`src/rtl/sap_pkg.sv`:
```
// rtl/sap_pkg.sv - shared SAP control-word bit map, widths and opcodes
package sap_pkg;

    localparam int SAP_DATA_W = 8;
    localparam int SAP_ADDR_W = 4;
    localparam int CTRL_W     = 15;
    localparam int OPC_W      = 4;

    localparam int CB_PC_INC          = 14;
    localparam int CB_PC_EN           = 13;
    localparam int CB_PC_LOAD         = 12;
    localparam int CB_MAR_ADDR_LOAD_N = 11;
    localparam int CB_MAR_MEM_LOAD_N  = 10;
    localparam int CB_RAM_EN_N        = 9;
    localparam int CB_RAM_LOAD_N      = 8;
    localparam int CB_IR_LOAD_N       = 7;
    localparam int CB_IR_EN_N         = 6;
    localparam int CB_REGA_LOAD_N     = 5;
    localparam int CB_REGA_EN         = 4;
    localparam int CB_ADDER_SUB       = 3;
    localparam int CB_ALU_EN          = 2;
    localparam int CB_REGB_LOAD_N     = 1;
    localparam int CB_OUT_LOAD_N      = 0;

    typedef enum logic [OPC_W-1:0] {
        OP_NOP = 4'h0,
        OP_LDA = 4'h1,
        OP_ADD = 4'h2,
        OP_SUB = 4'h3,
        OP_STA = 4'h4,
        OP_LDI = 4'h5,
        OP_JMP = 4'h6,
        OP_OUT = 4'hE,
        OP_HLT = 4'hF
    } opcode_t;

endpackage

```
`src/rtl/sap_ram.sv`:
```
// rtl/sap_ram.sv - async-read program/data RAM with two prioritised write ports
module sap_ram #(
    parameter int DATA_W = 8,
    parameter int ADDR_W = 4
) (
    input  logic              clk,
    input  logic              we0,
    input  logic [ADDR_W-1:0] addr0,
    input  logic [DATA_W-1:0] wdata0,
    input  logic              we1,
    input  logic [ADDR_W-1:0] addr1,
    input  logic [DATA_W-1:0] wdata1,
    input  logic [ADDR_W-1:0] raddr,
    output logic [DATA_W-1:0] rdata
);

    logic [DATA_W-1:0] mem [2**ADDR_W];

    // Port 0 suppresses port 1 entirely on a shared edge, regardless of address.
    always_ff @(posedge clk) begin
        if (we0) begin
            mem[addr0] <= wdata0;
        end else if (we1) begin
            mem[addr1] <= wdata1;
        end
    end

    assign rdata = mem[raddr];

endmodule

```
`src/rtl/sap_datapath.sv`:
```
// rtl/sap_datapath.sv - SAP W-bus datapath: bus mux, PC/MAR/MDR/IR/A/B/OUT, ALU, RAM
module sap_datapath
    import sap_pkg::*;
#(
    parameter int DATA_W = SAP_DATA_W,
    parameter int ADDR_W = SAP_ADDR_W
) (
    input  logic              clk,
    input  logic              rst,
    input  logic [CTRL_W-1:0] ctrl,
    input  logic              halt,
    input  logic              prog_we,
    input  logic [ADDR_W-1:0] prog_addr,
    input  logic [DATA_W-1:0] prog_data,
    output logic [3:0]        opcode,
    output logic [DATA_W-1:0] out_val,
    output logic [DATA_W-1:0] bus,
    output logic              flag_c,
    output logic              flag_z,
    output logic              bus_err
);

    logic [ADDR_W-1:0] pc;
    logic [ADDR_W-1:0] mar;
    logic [DATA_W-1:0] mdr;
    logic [DATA_W-1:0] ir;
    logic [DATA_W-1:0] reg_a;
    logic [DATA_W-1:0] reg_b;
    logic [DATA_W-1:0] out_r;
    logic [DATA_W-1:0] ram_rdata;
    logic [DATA_W-1:0] operand_b;
    logic [DATA_W:0]   sum;
    logic [DATA_W-1:0] alu_res;
    logic              alu_carry;
    logic [4:0]        drv;
    logic              multi_drv;
    logic              ram_we;

    // Subtraction is A + ~B + 1, so carry out is the "no borrow" (A >= B) indicator.
    always_comb begin
        operand_b = ctrl[CB_ADDER_SUB] ? ~reg_b : reg_b;
        sum       = {1'b0, reg_a} + {1'b0, operand_b} + (DATA_W+1)'(ctrl[CB_ADDER_SUB]);
    end

    assign alu_res   = sum[DATA_W-1:0];
    assign alu_carry = sum[DATA_W];

    assign drv = {ctrl[CB_PC_EN], ~ctrl[CB_RAM_EN_N], ~ctrl[CB_IR_EN_N],
                  ctrl[CB_REGA_EN], ctrl[CB_ALU_EN]};
    assign multi_drv = (drv & (drv - 5'd1)) != 5'd0;

    always_comb begin
        bus = '0;
        if (drv[4]) begin
            bus = {{(DATA_W-ADDR_W){1'b0}}, pc};
        end else if (drv[3]) begin
            bus = ram_rdata;
        end else if (drv[2]) begin
            bus = {{(DATA_W-ADDR_W){1'b0}}, ir[ADDR_W-1:0]};
        end else if (drv[1]) begin
            bus = reg_a;
        end else if (drv[0]) begin
            bus = alu_res;
        end
    end

    always_ff @(posedge clk) begin
        if (rst) begin
            pc      <= '0;
            mar     <= '0;
            mdr     <= '0;
            ir      <= '0;
            reg_a   <= '0;
            reg_b   <= '0;
            out_r   <= '0;
            flag_c  <= 1'b0;
            flag_z  <= 1'b0;
            bus_err <= 1'b0;
        end else if (!halt) begin
            if (ctrl[CB_PC_LOAD]) begin
                pc <= bus[ADDR_W-1:0];
            end else if (ctrl[CB_PC_INC]) begin
                pc <= pc + ADDR_W'(1);
            end
            if (!ctrl[CB_MAR_ADDR_LOAD_N]) mar   <= bus[ADDR_W-1:0];
            if (!ctrl[CB_MAR_MEM_LOAD_N])  mdr   <= bus;
            if (!ctrl[CB_IR_LOAD_N])       ir    <= bus;
            if (!ctrl[CB_REGA_LOAD_N])     reg_a <= bus;
            if (!ctrl[CB_REGB_LOAD_N])     reg_b <= bus;
            if (!ctrl[CB_OUT_LOAD_N])      out_r <= bus;
            if (ctrl[CB_ALU_EN]) begin
                flag_c <= alu_carry;
                flag_z <= (alu_res == '0);
            end
            if (multi_drv) bus_err <= 1'b1;
        end
    end

    assign ram_we = !rst && !halt && !ctrl[CB_RAM_LOAD_N];

    sap_ram #(
        .DATA_W (DATA_W),
        .ADDR_W (ADDR_W)
    ) u_ram (
        .clk    (clk),
        .we0    (prog_we && !rst),
        .addr0  (prog_addr),
        .wdata0 (prog_data),
        .we1    (ram_we),
        .addr1  (mar),
        .wdata1 (mdr),
        .raddr  (mar),
        .rdata  (ram_rdata)
    );

    assign opcode  = ir[DATA_W-1:DATA_W-4];
    assign out_val = out_r;

endmodule

```
`config.mk`:
```
export PLATFORM = sky130hd
export DESIGN_NAME = sap_datapath
export DESIGN_NICKNAME = d
export VERILOG_FILES = /design/src/rtl/sap_pkg.sv /design/src/rtl/sap_ram.sv /design/src/rtl/sap_datapath.sv
export SDC_FILE = /design/constraint.sdc
export NUM_CORES = 1
export LEC_CHECK = 0
export ABC_AREA = 0
export CAP_MARGIN = 20
export CORE_UTILIZATION = 40
export DETAILED_ROUTE_END_ITERATION = 10
export MAX_ROUTING_LAYER = met4
export PLACE_DENSITY = 0.68
export SLEW_MARGIN = 5
export SYNTH_ARGS = -nofsm -noshare
export SYNTH_HDL_FRONTEND = slang
export SYNTH_SLANG_ARGS = --single-unit
```
`constraint.sdc`:
```
create_clock -name clk -period 4 [get_ports clk]
set_input_delay 0.6 -clock clk [delete_from_list [all_inputs] [get_ports clk]]
set_output_delay 0.6 -clock clk [all_outputs]
set_load 0.02 [all_outputs]
```
Word level (Yosys, flattened, before mapping)

Memories as Yosys holds them, arrays and structs flattened. A register that Yosys moved wholly into a read port is not among the register bits.
Cells that the tools add are included.

Register bits after elaboration: 51
RAM bits: 128
Input bits: 31
Word-level logic and storage cells: 63
Memories: 1

Memories:

| memory    | words | bits a word | rd ports | clocked after Yosys merged registers in | write ports | RTL line      | source |
|---|---|---|---|---|---|---|---|
| u_ram.mem | 16    | 8           | 1        | 1                                       | 1           | sap_ram.sv:17 | `logic [DATA_W-1:0] mem [2**ADDR_W];` |

Add/sub/neg operators: 4
Multiplexer cells: 18
Bitwise gates (word level): 11
Reduce and logical (&&, ||, !) cells: 19

Operators by type and width:

| operator                                                            | number |
|---|---|
| 8-bit 2-to-1 mux                                                    | 7 |
| 4-bit 2-to-1 mux                                                    | 5 |
| 2-bit AND reduction                                                 | 9 |
| 8-bit by 8-bit adder with 9-bit output                              | 1 |
| 9-bit by 1-bit adder with 9-bit output                              | 1 |
| 1-bit NOT                                                           | 9 |
| 8-bit logical NOT                                                   | 1 |
| 8-bit NOT                                                           | 1 |
| 8-bit OR reduction                                                  | 1 |
| 1-bit 2-to-1 mux                                                    | 6 |
| 5-bit AND                                                           | 1 |
| 5-bit nonzero test                                                  | 1 |
| 5-bit by 1-bit subtractor with 5-bit output (second input constant) | 1 |
| 4-bit by 1-bit adder with 4-bit output (second input constant)      | 1 |
| 1-bit logical AND                                                   | 3 |
| 1-bit logical NOT                                                   | 3 |
| 2-bit nonzero test                                                  | 1 |

Logic depth before layout (Yosys ltp)

Depth in word-level cells: 11
Mapped depth: 10
Gate-level depth less buffers: 8

Modules after synthesis

A second synthesis with hierarchy kept.

Cells, all modules: 637
Area total of the unflattened synthesis: 8241.7 µm²

Modules (own cells, without submodules):

| module       | times used | cells an instance | area an instance (µm²) | sequential area each (µm²) |
|---|---|---|---|---|
| sap_ram      | 1          | 246               | 5185.0                 | 3843.7 |
| sap_datapath | 1          | 391               | 3056.7                 | 1021.0 |

Worst setup path before layout

OpenSTA, ideal clock, no wires.

Path type: input port to output port
Start: input ctrl[3]
End: output bus[6]
Arrival time: 2784 ps
Required time: 3400 ps
Setup slack: 616 ps
Stages: 9
Path buffers: 1
Path through: buf_2 > mux2_2 > fa_1 > a211oi_1 > o21bai_1 > mux2_2 > nor4_1 > a311oi_2 > inv_1

Longest elaborated chain between the ends: 8

Ends and longest elaborated chain:

| item                                       | RTL line           | source |
|---|---|---|
| start, declared                            | sap_datapath.sv:10 | `input logic [CTRL_W-1:0] ctrl,` |
| 8-bit 2-to-1 mux                           | sap_datapath.sv:41 | `operand_b = ctrl[CB_ADDER_SUB] ? ~reg_b : reg_b;` |
| 8-bit by 8-bit adder with 9-bit output     | sap_datapath.sv:42 | `sum = {1'b0, reg_a} + {1'b0, operand_b} + (DATA_W+1)'(ctrl[CB_ADDER_SUB]);` |
| 9-bit by 1-bit adder with 9-bit output (*) | sap_datapath.sv:42 |  |
| 8-bit 2-to-1 mux (*)                       | sap_datapath.sv:62 | `end else if (drv[0]) begin` |
| 8-bit 2-to-1 mux (*)                       | sap_datapath.sv:60 | `end else if (drv[1]) begin` |
| 8-bit 2-to-1 mux (*)                       | sap_datapath.sv:58 | `end else if (drv[2]) begin` |
| 8-bit 2-to-1 mux (*)                       | sap_datapath.sv:56 | `end else if (drv[3]) begin` |
| 8-bit 2-to-1 mux (*)                       | sap_datapath.sv:54 | `if (drv[4]) begin` |
| end, declared                              | sap_datapath.sv:17 | `output logic [DATA_W-1:0] bus,` |

Every way passes the cells marked *; elsewhere a longest branch is shown, timed or not.

Worst setup path after layout

Start: input ctrl[3]
End: output bus[1]

Same word-level chain as after synthesis.

==> flow_metrics.py <==
metrics = {
    "synth": {
        "syn_nets": 690,
        "ys_seq_elements": 183,
        "netlist_area_um2": 8330,
        "synth_cell_type_count": 71,
        "synthesis.instances": 650,
        "async_flop_share_pct": 0,
        "yosysSeqAreaShare_pct": 59.3,
        "yosysWarnings": 0,
        "synth_edf_count": 128,
        "avgSynthCellArea_um2": 12.8,
        "synth_flop_cell": "edfxtp_1",
    },
    "cells_and_area": {
        "antenna_cells": 0,
        "syn2layout_area_growth_pct": 20.8,
        "post-route-util_pct": 49.6,
        "drive_gt1_share_pct": 21.7,
        "final_net_count": 779,
        "final_cell_area_um2": 10100,
    },
    "timing": {
        "rsz0062_at_grt": "no",
        "finalClockSkew_ns": 0.00902,
        "hold_violations": 0,
        "final.min_clock_period_ns": 3.90,
        "fmax_ghz": 0.256,
        "max_slew_margin_pct": 36.3,
        "final_max_slew_viol_count": 0,
        "setup_viol": 0,
        "worstMarginPinSlew_ns": 0.952,
        "finalCritPeriodShare_pct": 97.5,
    },
    "setup_path": {
        "worstSetupEndpointType": "output port",
        "startpoint_type": "input port",
        "r2r_end": "flag_z",
        "critPathArrivalTime_ns": 3.30,
        "r2r_slack_ns": 1.10,
        "r2r_cells": 8,
        "cp.required_ns": 3.40,
        "r2r_start": "reg_b[0]",
        "path_class": "in2out",
        "startpoint": "ctrl[3]",
        "cp_max_fo": 2,
    },
    "min_path": {
        "hold_path_depth": 2,
        "min_to": "mdr[1]",
        "min_path_type": "reg2reg",
        "min_from": "mdr[1]",
    },
    "clock_network": {
        "htreeDepth": 4,
        "cts_made_buffers": 17,
        "ctsHoldBuffers": 0,
        "cts_tree": "yes",
        "root_buffer": "clkbuf_16",
        "clockBufferDepth": 2,
        "cts.clk_slew.worst_paths_ns": 0.08,
        "clk_latency_ns": 0.43,
        "clock_sinks": 183,
    },
    "pwr": {
        "p_sw_mw": 1.14,
        "netSwitchingFraction_pct": 26.5,
        "clockPowerShare_pct": 40.0,
        "sequentialPowerShare_pct": 48.4,
        "power_density_nw_per_um2": 430,
        "combPwrFrac_pct": 11.5,
        "p_leak_nw": 3.40,
        "peakVddDrop_v": 0.000339,
        "intPower_mw": 3.18,
    },
    "floorplanning": {
        "start_util_pct": 41.1,
        "core_um2": 20300,
        "die-area_um2": 21400,
        "ios": 54,
        "die_w_um": 146,
        "fp-row-count": 52,
        "die_h_um": 146,
    },
    "global_routing": {
        "antenna_found_initial": 0,
        "gr-total-overflow": 0,
        "grt_pass1_vias": 5858,
        "track_usage_pct": 22.1,
        "grt-busiest-layer": "met2",
        "grt_util_met1_pct": 27.6,
        "grt_max_degree": 41,
        "grt_use_met2_pct": 36.0,
        "grtUsageMet3_pct": 4.09,
        "grt_pass1_wl_um": 33900,
    },
    "detailed_routing": {
        "via_count": 5807,
        "drc": 0,
        "drt_iter0_markers": 437,
        "viasPerCell": 5.68,
        "routedWlPerCell_um": 21.7,
        "wirelength_um": 22200,
        "first_pass_iters": 5,
        "antenna_left": 0,
    },
    "placement": {
        "routabilityCongestion": 0.919,
        "placed_cell_area_um2": 9410,
        "dp_hpwl_um": 15500,
        "portBuffers": 53,
    },
    "run_status": {
        "status": "finished, final reports clean",
    },
    "job": {
        "maxCapViolations": 0,
    },
}
-- cell usage in the layout, fill, tap and decap left out, drive strengths merged, types with 3 or more instances in the layout --
| cell type | n |
|---|---|
| nor3b | 4 |
| nor4 | 7 |
| buf | 60 |
| o221ai | 7 |
| nor2b | 7 |
| o31ai | 3 |
| clkinv | 6 |
| nor2 | 57 |
| clkbuf | 21 |
| nand2 | 56 |
| nand3 | 33 |
| a31oi | 10 |
| clkdlybuf4s50 | 47 |
| a21o | 3 |
| ha | 8 |
| o21ai | 29 |
| a22oi | 10 |
| edfxtp | 128 |
| nor3 | 9 |
| a211oi | 3 |
| dfxtp | 55 |
| mux4 | 29 |
| xor2 | 9 |
| mux2i | 9 |
| a311oi | 4 |
| or2 | 7 |
| nand2b | 6 |
| a221oi | 4 |
| a21oi | 47 |
| nand3b | 4 |
| dlygate4sd2 | 3 |
| inv | 19 |
| mux2 | 17 |
-- final cells by class --
| type | instances | area (µm²) |
|---|---|---|
| clock buffers | 18 | 429 |
| inverters | 14 | 52.6 |
| fillers | 1748 | 10200 |
| repair buffers | 113 | 987 |
| multi-input cells | 410 | 3130 |
| flip-flops and latches | 183 | 4950 |
| clock inverters | 14 | 181 |
| well taps | 270 | 338 |
-- registers in the layout, indices dropped and copies added (netlist names), named ones only --
signal,cells
out_val,8
pc,4
mdr,8
bus_err,1
reg_b,8
mar,4
reg_a,8
u_ram.mem,128
flag_c,1
flag_z,1
ir,8
-- synth_stat cells (12+ instances only) --
cell | n | area, µm²
nor2_1 | 56 | 210
mux2_2 | 17 | 191
o21ai_0 | 23 | 115
nand3_1 | 33 | 165
nand2_1 | 56 | 210
clkbuf_1 | 21 | 78.8
inv_1 | 13 | 48.8
mux4_2 | 17 | 383
dfxtp_1 | 55 | 1100
a21oi_1 | 45 | 225
edfxtp_1 | 128 | 3840
mux4_1 | 12 | 315
-- metrics by stage --
step                      hold WS (ns)  instances  setup TNS [ns]  setup WS (ns)  total power [mW]
final                            0.465       1022               0          0.101              4.32
after CTS                        0.468       1021               0        0.00737              4.33
after detailed placement         0.451        989          -0.797         -0.294              2.63
after floorplan                  0.433        650               0          0.616              2.41
after global routing             0.487       1022               0         0.0175              4.44
after global placement           0.445        989          -0.676         -0.231              2.62
-- power groups by stage --
| stage | Sequential (mW) | Combinational (mW) | Clock, mW |
|---|---|---|---|
| floorplan | 2.13 | 0.283 | 0 |
| global placement | 2.13 | 0.482 | 0 |
| detailed placement | 2.14 | 0.491 | 0 |
| CTS | 2.09 | 0.491 | 1.74 |
| global route | 2.10 | 0.535 | 1.81 |
| finish | 2.09 | 0.499 | 1.73 |
-- kinds of logic after synthesis --
kind of cell | Yosys count | share of synthesized area, %
and+or+nand+nor | 200 | 11.3
DFF | 183 | 59.3
AOI/OAI and AO/OA | 136 | 11.3
buffers and inverters | 57 | 3.81
muxes | 55 | 11.8
xor gates and xnor gates | 10 | 1.05
adders and majority gates | 9 | 1.44
-- critical path, cell delays in order --
cell and delay, ns:
clkdlybuf4s50_1 0.42, mux2_2 0.30, fa_1 0.57, nand3b_1 0.11, a31oi_2 0.26, a22oi_2 0.12, nand3_1 0.15, and2_1 0.16
clkdlybuf4s50_1 0.60
-- what timing repair did --
item | in CTS | in global routing
setup buffers | 0 | 1
gates resized for setup | 7 | 15
setup endpoints to repair | 6 | 5
pin swaps | 0 | 4
-- metal layers --
layer	share of wire, %	vias to the layer above
met5	0	-
met4	2.6	0
met3	5.1	40
met2	50	208
met1	42	2903
li1	-	2656
-- worst max-delay path by stage --
stage                     endpoint  cells after the start
after floorplan             bus[6]                      9
after global placement      bus[6]                     11
after detailed placement    bus[6]                     11
after CTS                   bus[7]                     13
after global routing        bus[1]                     10
final                       bus[1]                      9
No activity file was read; power rests on OpenSTA's default activity.
